**src/rtl/pixel_pkg.sv**
```systemverilog
// Shared definitions for the pixel-pack link, imported by both the sender and the collector
// so the two ends agree on the epack word layout.
package pixel_pkg;

   localparam int PIXELS_PER_FRAME = 3392;
   localparam int PIX_W            = 16;
   localparam int EPACK_W          = 2 * PIX_W + 1;
   localparam int EPACK_SOF_BIT    = 2 * PIX_W;

   typedef enum logic [2:0] {
      S_IDLE   = 3'd0,
      S_GET_HI = 3'd1,
      S_GET_LO = 3'd2,
      S_SEND   = 3'd3,
      S_DONE   = 3'd4
   } sender_state_t;

endpackage

```
**src/rtl/pixel_pack_sender.sv**
```systemverilog
// Packs a frame of pixels two at a time into {sof, even, odd} words and hands them downstream
// over valid/ready; every output is a register so nothing downstream sees input-to-output paths.
module pixel_pack_sender #(
   parameter int PIXELS_PER_FRAME = pixel_pkg::PIXELS_PER_FRAME,
   parameter int PIX_W            = pixel_pkg::PIX_W
) (
   input  logic               clk,
   input  logic               rstn,
   input  logic               frame_start,
   input  logic [PIX_W-1:0]   pix_in,
   input  logic               pix_valid,
   output logic               pix_ready,
   output logic [2*PIX_W:0]   epack,
   output logic               epack_valid,
   input  logic               epack_ready,
   output logic               frame_done,
   output logic               busy
);
   import pixel_pkg::*;

   localparam int PAIRS = PIXELS_PER_FRAME / 2;
   localparam int CNT_W = (PAIRS > 1) ? $clog2(PAIRS) : 1;
   localparam logic [CNT_W-1:0] LAST_PAIR = CNT_W'(PAIRS - 1);

   if ((PIXELS_PER_FRAME < 2) || ((PIXELS_PER_FRAME % 2) != 0)) begin : g_bad_frame_size
      $error("pixel_pack_sender: PIXELS_PER_FRAME must be even and at least 2");
   end

   sender_state_t    state_q, state_d;
   logic [CNT_W-1:0] cnt_q, cnt_d;
   logic             first_q, first_d;
   logic [PIX_W-1:0] hi_q, hi_d;
   logic [PIX_W-1:0] lo_q, lo_d;
   logic             pix_ready_q;
   logic             epack_valid_q;
   logic             frame_done_q;
   logic             busy_q;

   // Next-state and datapath update for the pack sequencer.
   always_comb begin
      state_d = state_q;
      cnt_d   = cnt_q;
      first_d = first_q;
      hi_d    = hi_q;
      lo_d    = lo_q;
      case (state_q)
         S_IDLE: begin
            if (frame_start) begin
               state_d = S_GET_HI;
               cnt_d   = '0;
               first_d = 1'b1;
            end else begin
               state_d = S_IDLE;
            end
         end
         S_GET_HI: begin
            if (pix_valid) begin
               hi_d    = pix_in;
               state_d = S_GET_LO;
            end else begin
               state_d = S_GET_HI;
            end
         end
         S_GET_LO: begin
            if (pix_valid) begin
               lo_d    = pix_in;
               state_d = S_SEND;
            end else begin
               state_d = S_GET_LO;
            end
         end
         S_SEND: begin
            if (epack_ready) begin
               first_d = 1'b0;
               if (cnt_q == LAST_PAIR) begin
                  state_d = S_DONE;
               end else begin
                  cnt_d   = cnt_q + CNT_W'(1);
                  state_d = S_GET_HI;
               end
            end else begin
               state_d = S_SEND;
            end
         end
         S_DONE:  state_d = S_IDLE;
         default: state_d = S_IDLE;
      endcase
   end

   // State, data and output registers; outputs are decoded from the next state so they line up with it.
   always_ff @(posedge clk or negedge rstn) begin
      if (!rstn) begin
         state_q       <= S_IDLE;
         cnt_q         <= '0;
         first_q       <= 1'b0;
         hi_q          <= '0;
         lo_q          <= '0;
         pix_ready_q   <= 1'b0;
         epack_valid_q <= 1'b0;
         frame_done_q  <= 1'b0;
         busy_q        <= 1'b0;
      end else begin
         state_q       <= state_d;
         cnt_q         <= cnt_d;
         first_q       <= first_d;
         hi_q          <= hi_d;
         lo_q          <= lo_d;
         pix_ready_q   <= (state_d == S_GET_HI) || (state_d == S_GET_LO);
         epack_valid_q <= (state_d == S_SEND);
         frame_done_q  <= (state_d == S_DONE);
         busy_q        <= (state_d != S_IDLE);
      end
   end

   assign pix_ready   = pix_ready_q;
   assign epack       = {first_q, hi_q, lo_q};
   assign epack_valid = epack_valid_q;
   assign frame_done  = frame_done_q;
   assign busy        = busy_q;

endmodule
```
**config.mk**
```make
export PLATFORM = sky130hd
export DESIGN_NAME = pixel_pack_sender
export DESIGN_NICKNAME = d
export VERILOG_FILES = /design/src/rtl/pixel_pkg.sv /design/src/rtl/pixel_pack_sender.sv
export SDC_FILE = /design/constraint.sdc
export NUM_CORES = 1
export LEC_CHECK = 0
export BUFFER_PORTS_ARGS = -buffer_cell sky130_fd_sc_hd__buf_4
export CAP_MARGIN = 20
export CELL_PAD_IN_SITES_DETAIL_PLACEMENT = 0
export CELL_PAD_IN_SITES_GLOBAL_PLACEMENT = 1
export CORE_MARGIN = 10
export CORE_UTILIZATION = 35
export CTS_CLUSTER_SIZE = 10
export DETAILED_ROUTE_END_ITERATION = 10
export GPL_ROUTABILITY_DRIVEN = 0
export PLACE_DENSITY = 0.75
export SETUP_SLACK_MARGIN = 0.15
export SLEW_MARGIN = 10
export SYNTH_ARGS = -nofsm -noshare
export SYNTH_HDL_FRONTEND = slang
export SYNTH_SLANG_ARGS = --single-unit
```
**constraint.sdc**
```tcl
create_clock -name clk -period 1.5 [get_ports clk]
set_input_delay 0.15 -clock clk [delete_from_list [all_inputs] [get_ports clk]]
set_output_delay 0.15 -clock clk [all_outputs]
set_load 0.005 [all_outputs]
```
After elaboration in Yosys (flattened, before gate mapping)
Cells that the tools add are included.
{"block": "totals", "output_inout_bits": 37, "ff_bits": 51, "input_bits": 21, "word_cells": 42}
{"block": "op_classes", "n_reduce_logical": 8, "muxes": 13, "add_sub_neg": 1, "n_eq_ne": 11}
{"operator": "11-bit two-way mux", "n": 3}
{"operator": "11-bit case mux with 2 select lines", "n": 1}
{"operator": "3-bit by 2-bit == test with 1-bit output, second input constant", "n": 4}
{"operator": "3-bit case mux with 4 select lines", "n": 1}
{"operator": "11-bit by 1-bit adder with 11-bit output, second input constant", "n": 1}
{"operator": "11-bit == test, second input constant", "n": 1}
{"operator": "3-bit by 1-bit == test with 1-bit output, second input constant", "n": 2}
{"operator": "3-bit two-way mux", "n": 2}
{"operator": "2-bit != test, second input constant", "n": 3}
{"operator": "1-bit two-way mux", "n": 4}
{"operator": "2-bit AND reduction", "n": 2}
{"operator": "4-bit AND reduction", "n": 1}
{"operator": "3-bit == test, second input constant", "n": 1}
{"operator": "3-bit logical NOT", "n": 1}
{"operator": "3-bit AND reduction", "n": 1}
{"operator": "3-bit nonzero test", "n": 1}
{"operator": "2-bit two-way mux", "n": 1}
{"operator": "1-bit case mux with 2 select lines", "n": 1}
{"operator": "2-bit nonzero test", "n": 1}
{"operator": "1-bit logical OR", "n": 1}

Longest topological paths before layout
Gate-level depths: netlist of the first run.
{"block": "logic_depth", "depth_word": 6, "mapped_depth": 6}

Least setup slack after synthesis of the first run
Ideal clock, no wire load.
{"block": "synth_path", "path_kind": "register -> register", "startpoint": "register cnt_q[0]", "endpoint": "register cnt_q[4]", "path_slack_ps": -160, "t_arrival_ps": 1521, "t_required_ps": 1361, "path_buffers": 0, "stages_incl_launch_ff": 6, "cell_sequence": "dfrtp_1 ha_1 and4bb_2 and3b_1 o311ai_0 o31ai_1"}
{"block": "synth_between", "elab_chain_cells": 4, "word_cells_on_any_way": 7}
{"item": "from (decl)", "line": "pixel_pack_sender.sv:30", "source": "logic [CNT_W-1:0] cnt_q, cnt_d;"}
{"item": "from (signal assigned)", "line": "pixel_pack_sender.sv:104", "source": "cnt_q <= cnt_d;"}
{"item": "11-bit by 1-bit adder with 11-bit output", "line": "pixel_pack_sender.sv:78", "source": "cnt_d = cnt_q + CNT_W'(1);"}
{"item": "11-bit two-way mux", "line": "pixel_pack_sender.sv:75", "source": "if (cnt_q == LAST_PAIR) begin"}
{"item": "11-bit two-way mux", "line": "pixel_pack_sender.sv:73", "source": "if (epack_ready) begin"}
{"item": "11-bit case mux with 2 select lines", "line": "pixel_pack_sender.sv:46", "source": "case (state_q)"}
Parallel ways exist; a longest one is shown, timed or not. The select of a mux whose other input is x is not followed.
A chain may end at the register's enable or synchronous reset.

Worst setup path in the final report of the first run
{"block": "layout_path", "startpoint": "register state_q[2]", "endpoint": "register cnt_q[10]"}
{"block": "layout_between", "elab_chain_cells": 3, "word_cells_on_any_way": 8}
{"item": "from (decl)", "line": "pixel_pack_sender.sv:29", "source": "sender_state_t state_q, state_d;"}
{"item": "from (signal assigned)", "line": "pixel_pack_sender.sv:103", "source": "state_q <= state_d;"}
{"item": "3-bit by 2-bit == test with 1-bit output / 3-bit logical NOT (equally long branches)", "line": "pixel_pack_sender.sv:46"}
{"item": "2-bit != test (no source line) / 2-bit nonzero test (equally long branches)"}
{"item": "4-bit AND reduction (no source line)"}
Parallel ways exist; a longest one is shown, timed or not.

==> out/results.txt, run 1 <==
Dividing the detail-routed via count by the number of cells gives 4.97. The number of enable flip-flop cells after synthesis came out at 0. The run gives 37 as the count of cell types in the netlist. The worst hold path terminates at lo_q[6]. Row count: 28. The tree is rooted in a sky130_fd_sc_hd__clkbuf_8. The setup path with the least slack is of type reg2reg. The library cells used most frequently in the layout, excluding fill and tap cells, are sky130_fd_sc_hd__buf_4, sky130_fd_sc_hd__dfrtp_1, sky130_fd_sc_hd__mux2_4.

The x dimension of the die was 99.5 um; the number of sinks handled by clock tree synthesis was 51. The worst max-slew margin expressed relative to the limit is 57.0%. Setup repair after global routing could not meet its margin everywhere. The flow ran to the end, but the final reports show violations. Global routing used 11.1% of the available tracks across all layers. TritonCTS built the clock tree. Start of the worst register-to-register path: state_q[2].

Dividing the detail-routed wire length by the instance count gives 17.9 um. In this run the deepest clock path goes through 2 buffers. The post-layout minimum cycle time came out at 1.53 ns.

Once the floorplan was initialized, standard cells occupied 36.7% of the core. Length of the first detailed-routing pass in iterations: 4. The run gives 0 as the max-slew violation count. The worst register-to-register path has a depth of 4. The die covers 9890 um2. In this run the register-to-register setup slack is -0.03 ns. Setup violations remaining at the end of the flow were counted as 3.

The leftover overflow at the end of global routing is 0, and the footprint of the flip-flops and latches is 1280 um2. The maximum level of the CTS H-tree was 2. The checks that failed: negative setup slack. Main flop type after synthesis: sky130_fd_sc_hd__dfrtp_1. The leakage power summed over all cells came out at 1.66 nW. The synthesized cell area came out at 2210 um2.

Final count of hold timing violations: 0. Final hold analysis gives a worst-case slack of 0.0732 ns. The source-to-sink clock delay at the later pin of the worst-skew pair is 0.31 ns, and the filler cell count is 500. For this run, the post-layout net count is 276. Once detail routing completed, the nets flagged for antenna violations numbered 0. The worst setup path is launched from a register. The achievable clock frequency is 653 MHz, and the sequential area share after synthesis is 57.8%.

The logs give 187 for the net count of the mapped netlist and 9050 um for the first-pass GRT wire length. After synthesis the netlist holds a flip-flop and latch count of 51. The worst hold path passes through 2 cells. Wires add up to 5900 um.

The area of the core is 6030 um2, and the number of buffers inserted during clock tree synthesis is 5. The min-delay analysis places its worst path in the category in2reg. Average cell area after synthesis: 13.4 um2. The overall die height is 99.5 um, and the total via count in the routed design is 1639.

For the first-iteration detailed-routing DRC count, the log shows 85. 58 I/O pins were placed. Setup total negative slack on the finished layout was measured at -0.0369 ns. The area growth from synthesis to final layout came out at 55.9%. Setup slack of the critical path after layout: -0.0324 ns. The Yosys step of the flow raised 0 warnings.

The arrival time reported for the critical path endpoint is 1.77 ns. After synthesis, the share of flip-flops with an asynchronous set or reset is 100%. The worst ir drop on vdd was 1.04 mV; the clock-pin transition on the worst setup and hold timing paths was 0.11 ns. Type of element capturing the critical path: a register. At the pin with the least slew margin, the transition time is 0.646 ns.

The commonest non-fill, non-tap cell in the layout was sky130_fd_sc_hd__buf_4. The tools report the total of max-cap violations as 0. Between clock sinks in the finished design, the worst skew comes to 0.00962 ns. The area of combinational cells with multiple inputs was 1150 um2; the largest fanout on the critical path was 6. In this run the most critical hold path is launched from pix_in[6]. Via count of the first global-routing pass: 1712. For this design the ratio of total power to cell area is 1860 nW/um2.

The logs give 0 for the post-detailed-route DRC marker count and 0 for the initial antenna violation count. In this run the critical register-to-register path is captured at cnt_q[10]. For the post-synthesis instance total, the log shows 165.

The detailed placement HPWL is 3800 um. The number of inserted diodes is 0, and the share of the clock period used by the worst path after layout is 102%. For the worst setup path, the data required time is 1.73 ns. Entering global routing, the biggest net connects 52 pins. The post-route netlist has 63.1% of its cells at a drive strength greater than 1.

During placement, the flow inserted port buffers numbering 57.
through the flow:
stage	std cells	util [%]	instance area (um2)	power, W	setup slack, ns
2_1_floorplan	165	-	2330	0.00360	-0.00714
3_3_place_gp	308	48.7	2930	0.00474	-0.000629
3_5_place_dp	308	48.7	2930	0.00481	-0.0247
4_1_cts	323	53.2	3200	0.00611	-0.0206
5_1_grt	330	57.2	3440	0.00681	-0.0925
6_report	330	57.2	3440	0.00642	-0.0324
kinds of logic (layout without fill, tap and decap cells):
kind of cell	Yosys count	count (layout)	synth area share (%)
flip-flops	51	51	57.8
adder cells (fa/ha/maj)	1	1	0.566
multiplexers	33	33	16.8
AO/OA/AOI/OAI	15	15	5.27
AND/OR/NAND/NOR	49	49	14.8
buffers and inverters	11	101	2.89
XOR/XNOR	5	5	1.98
worst max path at each step:
stage,startpoint,to,slack (ns),depth (start not counted)
after floorplan,cnt_q[0],cnt_q[4],-0.007,5
after global placement,state_q[0],cnt_q[3],-0.0006,4
after detailed placement,state_q[0],cnt_q[10],-0.02,4
after CTS,cnt_q[1],cnt_q[4],-0.02,5
after global routing,state_q[2],cnt_q[10],-0.09,4
final,state_q[2],cnt_q[10],-0.03,4
power breakdown:
group | internal, W | switching (W) | total (W)
Combinational | 0.00190 | 0.00106 | 0.00296
Sequential | 0.00194 | 0.000359 | 0.00229
Clock | 0.000677 | 0.000487 | 0.00116
routing by layer:
layer | wire, um | track usage [%] | vias to the layer above
li1 | - | - | 771
met1 | 2550 | 13.5 | 836
met2 | 3030 | 18.6 | 28
met3 | 228 | 2.84 | 4
met4 | 88 | 3.97 | 0
met5 | 0 | 0 | -
critical path: stages (launching register included):
cell and delay (ns):
sky130_fd_sc_hd__dfrtp_2 0.45, sky130_fd_sc_hd__and4b_4 0.37, sky130_fd_sc_hd__nand3_2 0.08, sky130_fd_sc_hd__or4_1 0.42
sky130_fd_sc_hd__a21oi_2 0.14
registers in the layout, summed over array words and instances (netlist names):
name / cells
frame_done: 1
lo_q: 16
first_q: 1
epack_valid: 1
busy: 1
cnt_q: 11
state_q: 3
pix_ready: 1
hi_q: 16
area by class of cell:
cell class | count | area share (%)
flip-flops and latches | 51 | 37.2
multi-input cells | 103 | 33.5
repair buffers | 89 | 22.1
well taps | 75 | 2.72
clock inverters | 3 | 2.07
clock buffers | 5 | 2.00
inverters | 4 | 0.436
synthesized netlist by cell type (all sizes together), types with 2 or more instances:
library cell  instances  area, um2
o31ai                 3       22.5
nor2                 13       48.8
mux2                 32        360
a21oi                 3       15.0
inv                   4       15.0
dfrtp                51       1280
buf                   7       48.8
nand2                 9       33.8
nor4                  3       18.8
nand3                 4       25.0
a31oi                 2       12.5
nand2b                2       12.5
o211ai                2       15.0
nor3                  3       15.0
nor2b                 2       12.5
xnor2                 5       43.8
nand3b                2       27.5
and4bb                3       37.5
what timing repair did:
action,4_1_cts,5_1_grt
endpoints found under the hold margin,51,0
hold buffers,1,0
gates resized for setup,15,36
endpoints found under the setup margin,47,50
cloned,0,2
setup buffers,6,5
pin swaps,13,10
Power figures use the tool's default switching activity.
==> run 2: changes to the inputs <==
--- a/config.mk
+++ b/config.mk
@@ -10,11 +10,11 @@
 export CELL_PAD_IN_SITES_DETAIL_PLACEMENT = 0
 export CELL_PAD_IN_SITES_GLOBAL_PLACEMENT = 1
 export CORE_MARGIN = 10
-export CORE_UTILIZATION = 35
+export CORE_UTILIZATION = 37
 export CTS_CLUSTER_SIZE = 10
 export DETAILED_ROUTE_END_ITERATION = 10
 export GPL_ROUTABILITY_DRIVEN = 0
-export PLACE_DENSITY = 0.75
+export PLACE_DENSITY = 0.78
 export SETUP_SLACK_MARGIN = 0.15
 export SLEW_MARGIN = 10
 export SYNTH_ARGS = -nofsm -noshare
==> out/results.txt, run 2 (synthesis gave the netlist of run 1 again) <==
The kind of cell adding the most delay to the critical path was simple AND/OR/NAND/NOR gates. The fraction of met2 tracks used by global routing is 19.5% (+0.91 points). The arrival time reported for the critical path endpoint is 1.76 ns (about the same). The post-detailed-route wirelength per cell is 17.6 um (-1.5%), and the area growth from synthesis to final layout is 55.5%. Length of the first detailed-routing pass in iterations: 4 (unchanged). The run finished, with violations left.

The largest registers in the layout are hi_q x16, lo_q x16, cnt_q x11. The x dimension of the die was 97.3 um (-2.2%). The die area came out at 9460 um2 (-4.3%). Achievable clock frequency: 654 MHz (+0.25%). The run gives 0.30 ns (about the same) as the source-to-sink clock delay at the later pin of the worst-skew pair. The cell chosen for the clock root was sky130_fd_sc_hd__clkbuf_8. The logs give 328 (-0.61%) for the number of cells in the finished layout apart from fillers and 0 (unchanged) for the number of inserted diodes.

The I/O pin total is 58 (unchanged), and the via density per instance is 4.98 (+0.36%). The overall die height is 97.3 um (-2.2%). The tightest min-delay check is of the in2reg type. The worst setup path is launched from a register. The data required time at the worst endpoint is 1.73 ns (about the same).

The clock-pin transition on the worst setup and hold timing paths is 0.09 ns (-0.02 ns). Traced cell by cell, the critical path runs through ha_4, and4bb_2, and3b_2, nor2_1, mux2i_1. For the total of endpoints with negative setup slack in the final report, the log shows 4 (+1). The largest fanout on the critical path works out to 4 (-2). The logs give 5850 um2 (-2.9%) for the area of the core and 0 (unchanged) for the initial antenna violation count.

The pin count of the biggest net entering global routing is 52 (unchanged), and the register-to-register setup slack is -0.03 ns (about the same). The checks that failed: negative setup slack. The max-slew violation count was 0 (unchanged); the leakage power summed over all cells was 1.65 nW (-0.94%). The first-iteration detailed-routing DRC count was 98 (+15%). The logs give 0.777 mV (-26%) for the worst ir drop on vdd and 5 (unchanged) for the number of buffers inserted during clock tree synthesis.

The run gives 3.34% (+0.51 points) as the met3 usage. The tools report the setup slack of the critical path after layout as -0.0285 ns (+0.00383 ns). Setup repair after global routing could not meet its margin everywhere. The run gives 3860 um (+1.7%) as the detailed placement HPWL.

The commonest non-fill, non-tap cell in the layout was sky130_fd_sc_hd__buf_4. For the total of max-cap violations, the log shows 0 (unchanged). The logs give 0 (unchanged) for the final count of hold timing violations and 274 (-0.72%) for the layout net count.

The number of sinks handled by clock tree synthesis is 51 (unchanged). The power per unit of standard cell area was 1800 nW/um2 (-3.3%); the post-layout minimum cycle time was 1.53 ns (-0.00383 ns). The actual slew at the worst max-slew pin works out to 0.636 ns (-0.00985 ns).

The remaining number of nets flagged by the antenna check after routing was 0 (unchanged). The delay contributed by the slowest stage of the critical path came out at 0.42 ns (-0.03 ns). The logs give 305 (-0.97%) for the number of cells after detailed placement and 57.6% (+0.66 points) for the worst max-slew margin expressed relative to the limit. The row count is 28 (unchanged). The post-detailed-route DRC marker count was 0 (unchanged). The deepest clock path buffer count was 2 (unchanged); the share of the clock period used by the worst path after layout was 102% (-0.26 points).

TritonCTS built the clock tree. The post-layout instance area is 3440 um2 (-0.25%), and the met1 track demand over resource in global routing is 15.2% (+1.7 points). The number of buffers inserted by port buffering works out to 57 (unchanged). The run gives -0.0778 ns (-0.0409 ns) as the accumulated negative setup slack.

The first-pass GRT wire length was 9360 um (+3.4%). By startpoint and endpoint, the worst setup path is classified as reg2reg. For the aggregate routed wire length, the log shows 5780 um (-2.1%). For the worst hold margin, the log shows 0.0803 ns (+0.00712 ns). The all-layer global routing usage came out at 11.9% (+0.77 points). The top cell types in the final layout, fill and taps aside, are sky130_fd_sc_hd__buf_4, sky130_fd_sc_hd__dfrtp_1, sky130_fd_sc_hd__mux2_4. The via count of the first global-routing pass was 1722 (+0.58%).

The worst path buffer plus inverter count is 0 (unchanged), and the filler cell count is 464 (-7.2%). The logs give 1635 (-0.24%) for the total via count in the routed design and 0 (unchanged) for the leftover overflow at the end of global routing. The slowest stage of the critical path is the sky130_fd_sc_hd__dfrtp_1 cell. The layer flagged by global routing as most heavily used is met2. The area of placed instances is 2920 um2 (-0.34%). The initial standard-cell utilization of the core was 37.8% (+1.1 points).

The type of element capturing the critical path is a register. The share of layout cells above drive strength 1 is 62.1% (-1.1 points), and the maximum level of the CTS H-tree is 2 (unchanged). The tools report the setup clock skew after layout as 0.00643 ns (-0.00319 ns).
run 2: cell count changes in the layout (fill, tap and decap cells not counted), sizes merged:
cell / change
bufinv: -2
inv: -1
clkinvlp: +1
clkbuf: -1
clkinv: +1
run 2: power breakdown:
part           leakage (nW)  internal [W]  switching, W  total, W
Sequential            0.624       0.00194      0.000390   0.00233
Combinational         0.974       0.00199       0.00105   0.00304
Clock                0.0474      0.000377      0.000455  0.000832
run 2: routing by layer:
metal	part of all wire [%]	wire (um)
met5	0	0
met4	0.95	55
met3	4.7	270
met2	49	2830
met1	45	2630
run 2: path summary, 6_finish.rpt:
kind	from	to	cells after the start
hold reg to reg	hi_q[5]	hi_q[5]	1
hold / removal	pix_in[4]	lo_q[4]	2
setup / recovery	cnt_q[1]	cnt_q[0]	5
max in group asynchronous	rstn	state_q[1]	2
min in group asynchronous	rstn	lo_q[8]	2
setup reg to reg	cnt_q[1]	cnt_q[0]	5
run 2: through the flow:
stage / setup slack (ns) / util, % / total power, W
6_report: -0.0285 / 58.7 / 0.00620
5_1_grt: -0.108 / 58.7 / 0.00656
4_1_cts: -0.0457 / 56.6 / 0.00611
3_5_place_dp: -0.0428 / 49.9 / 0.00480
3_3_place_gp: 0.00441 / 49.9 / 0.00473
2_1_floorplan: -0.00714 / - / 0.00360
run 2: layout make-up:
type                       count  area (um2)  share of cell area (%)
timing repair buffer          87         792                    23.1
multi-input combinational    103        1160                    33.6
tap                           75        93.8                    2.73
sequential                    51        1280                    37.3
inverter                       4        15.0                   0.437
clock buffer                   6        82.6                    2.40
clock inverter                 2        16.3                   0.473
run 2: what timing repair did:
action | in CTS | in global routing
setup buffers | 9 | 3
gates cloned | 2 | 0
setup endpoints to repair | 45 | 48
hold buffers | 1 | 0
hold endpoints to repair | 51 | 0
pin swaps | 12 | 16
gates resized for setup | 35 | 18
==> run 3: changes to the inputs <==
--- a/config.mk
+++ b/config.mk
@@ -10,11 +10,11 @@
 export CELL_PAD_IN_SITES_DETAIL_PLACEMENT = 0
 export CELL_PAD_IN_SITES_GLOBAL_PLACEMENT = 1
 export CORE_MARGIN = 10
-export CORE_UTILIZATION = 37
+export CORE_UTILIZATION = 40
 export CTS_CLUSTER_SIZE = 10
 export DETAILED_ROUTE_END_ITERATION = 10
 export GPL_ROUTABILITY_DRIVEN = 0
-export PLACE_DENSITY = 0.78
+export PLACE_DENSITY = 0.8
 export SETUP_SLACK_MARGIN = 0.15
 export SLEW_MARGIN = 10
 export SYNTH_ARGS = -nofsm -noshare
==> constraint.sdc (replaced) <==
create_clock -name clk -period 1.65 [get_ports clk]
set_input_delay 0.165 -clock clk [delete_from_list [all_inputs] [get_ports clk]]
set_output_delay 0.165 -clock clk [all_outputs]
set_load 0.005 [all_outputs]
==> out/results.txt, run 3 (synthesis gave the netlist of run 1 again) <==
The path class of the lowest-slack min-delay path was in2reg. The worst register-to-register path ends at cnt_q[4]. The total power after layout came out at 0.00484 W (-22%).

Accumulated negative setup slack: 0 ns (+0.0778 ns). The aggregate routed wire length came out at 5080 um (-12%). The number of cells on the worst reg-to-reg path was 5 (unchanged); the first-pass GRT wire length was 8020 um (-14%).

Actual slew at the worst max-slew pin: 0.625 ns (-0.0106 ns). The clock-pin transition on the worst setup and hold timing paths works out to 0.09 ns (about the same). The logs give 294 (-3.6%) for the number of cells after detailed placement and 317 (-3.4%) for the number of cells in the finished layout apart from fillers.

Initial standard-cell utilization of the core: 40.6% (+2.9 points). The final count of hold timing violations is 0 (unchanged). TritonCTS built the clock tree. The deepest clock path buffer count was 2 (unchanged). The worst setup path is launched from a register. The post-detailed-route wirelength per cell was 16.0 um (-9.0%). The number of buffers inserted during clock tree synthesis is 5 (unchanged), and the share of the clock period used by the worst path after layout is 94.7% (-7.2 points). Area growth from synthesis to final layout: 35.6%. The worst ir drop on vdd is 0.608 mV (-22%), and the post-detailed-route DRC marker count is 0 (unchanged).

The tools report the register-to-register setup slack as 0.09 ns (+0.12 ns). Worst path buffer plus inverter count: 0 (unchanged). The tools report the remaining number of nets flagged by the antenna check after routing as 0 (unchanged). The startpoint identified for the worst hold timing path is pix_in[5]. Maximum level of the CTS H-tree: 2 (unchanged). Setup repair after global routing could not meet its margin everywhere.

In the final layout, the registers with the most flip-flops are hi_q x16, lo_q x16, cnt_q x11. The post-layout minimum cycle time is 1.56 ns (+0.0348 ns). Cell chosen for the clock root: sky130_fd_sc_hd__clkbuf_8. The share of layout cells above drive strength 1 was 56.3% (-5.7 points); the number of sinks handled by clock tree synthesis was 51 (unchanged). The logs give 1585 (-3.1%) for the total via count in the routed design and 0 (unchanged) for the max-slew violation count.

The overall die height works out to 94.3 um (-3.0%). The run gives 640 MHz (-2.2%) as the achievable clock frequency. Leaving out fill and tap cells, the most frequent cells in the layout are sky130_fd_sc_hd__buf_4, sky130_fd_sc_hd__dfrtp_1, sky130_fd_sc_hd__mux2_2. Cell with the largest stage delay on the worst path: sky130_fd_sc_hd__dfrtp_1. The arrival time reported for the critical path endpoint is 1.74 ns (-0.02 ns). The number of buffers inserted by port buffering is 57 (unchanged).

The tools report the start of the worst register-to-register path as cnt_q[0]. The tools report the all-layer global routing usage as 11.2% (-0.74 points). The tools report the area of the core as 5440 um2 (-7.0%). The worst setup path is captured at a register. Number of stages on the worst hold path: 2 (unchanged). The run gives 0 (unchanged) as the number of inserted diodes. The run finished with clean final reports. The via density per instance was 5.00 (+0.31%); the leftover overflow at the end of global routing was 0 (unchanged). The logs give 0.103 ns (+0.0227 ns) for the worst hold margin and 0 (unchanged) for the total of max-cap violations. The tools report the I/O pin total as 58 (unchanged). The initial antenna violation count was 0 (unchanged); the data required time at the worst endpoint was 1.82 ns (+0.09 ns). The logs give 1523 (-12%) for the via count of the first global-routing pass and 52 (unchanged) for the pin count of the biggest net entering global routing.

The detailed placement HPWL is 3620 um (-6.2%). The logs give 0.29 ns (about the same) for the source-to-sink clock delay at the later pin of the worst-skew pair and 4 (unchanged) for the length of the first detailed-routing pass in iterations. The filler cell count came out at 467 (+0.65%). The worst setup path is of the reg2reg kind. The power per unit of standard cell area was 1620 nW/um2 (-10%). Layout net count: 266 (-2.9%). Among cell families on the critical path, the largest total delay comes from simple AND/OR/NAND/NOR gates. The die area is 8900 um2 (-6.0%). The leakage power summed over all cells was 1.38 nW (-16%); the largest fanout on the critical path was 4 (unchanged). The run gives 60 (-39%) as the first-iteration detailed-routing DRC count. The x dimension of the die was 94.3 um (-3.0%); the total of endpoints with negative setup slack in the final report was 0 (-4). Commonest non-fill, non-tap cell in the layout: sky130_fd_sc_hd__buf_4. Traced cell by cell, the critical path runs through ha_2, and4bb_2, and3b_2, o311ai_1, o31ai_1. Row count: 27 (-3.6%).

The setup clock skew after layout was 0.00395 ns (-0.00248 ns). The worst hold path terminates at lo_q[5]. The delay contributed by the slowest stage of the critical path was 0.40 ns (-0.02 ns); the worst max-slew margin expressed relative to the limit was 58.3% (+0.70 points).
==> run 3: cell types whose count changed in the layout (fill, tap and decap cells not counted), moves of 4 or more <==
cell and delta:
sky130_fd_sc_hd__buf_12 -4, sky130_fd_sc_hd__buf_4 +7, sky130_fd_sc_hd__buf_6 -9, sky130_fd_sc_hd__mux2_2 +32
sky130_fd_sc_hd__mux2_4 -32
==> run 3: worst max path at each step <==
stage	from	endpoint	slack [ns]	depth (start not counted)
2_1_floorplan	cnt_q[0]	cnt_q[4]	0.11	5
3_3_place_gp	state_q[0]	cnt_q[10]	0.1	4
3_5_place_dp	state_q[0]	cnt_q[10]	0.06	4
4_1_cts	cnt_q[0]	cnt_q[4]	0.11	5
5_1_grt	cnt_q[0]	cnt_q[4]	0.06	5
6_report	cnt_q[0]	cnt_q[4]	0.09	5
==> run 3: where the power goes <==
part | switching, W | internal, W | leakage, nW
Sequential | 0.000312 | 0.00176 | 0.622
Clock | 0.000389 | 0.000297 | 0.0412
Combinational | 0.000774 | 0.00131 | 0.719
==> run 3: through the flow <==
stage	util, %	cell area (um2)	setup WS (ns)
finish	55.1	3000	0.0867
global route	55.1	3000	0.0555
CTS	53.0	2890	0.113
detailed placement	50.5	2750	0.0610
global placement	50.5	2750	0.0974
floorplan	-	2220	0.106
==> run 3: metal layers <==
metal | part of all wire [%] | GRT usage, %
met5 | 0 | 0
met4 | 1.1 | 3.04
met3 | 9.2 | 3.68
met2 | 49 | 17.3
met1 | 41 | 14.6
==> run 3: cell type report <==
class	count	area [um2]	share of cell area (%)
Clock buffer	6	72.6	2.42
Inverter	4	15.0	0.501
Sequential cell	51	1280	42.8
Multi-Input combinational cell	103	916	30.6
Tap cell	72	90.1	3.01
Clock inverter	2	12.5	0.418
Timing Repair Buffer	79	608	20.3
==> run 3: repair_timing <==
item                                    in CTS  in global routing
gates resized for setup                      5                  7
setup buffers                                5                  9
endpoints found under the hold margin       51                  0
hold buffers                                 1                  0
pin swaps                                    3                  5
endpoints found under the setup margin      37                 15
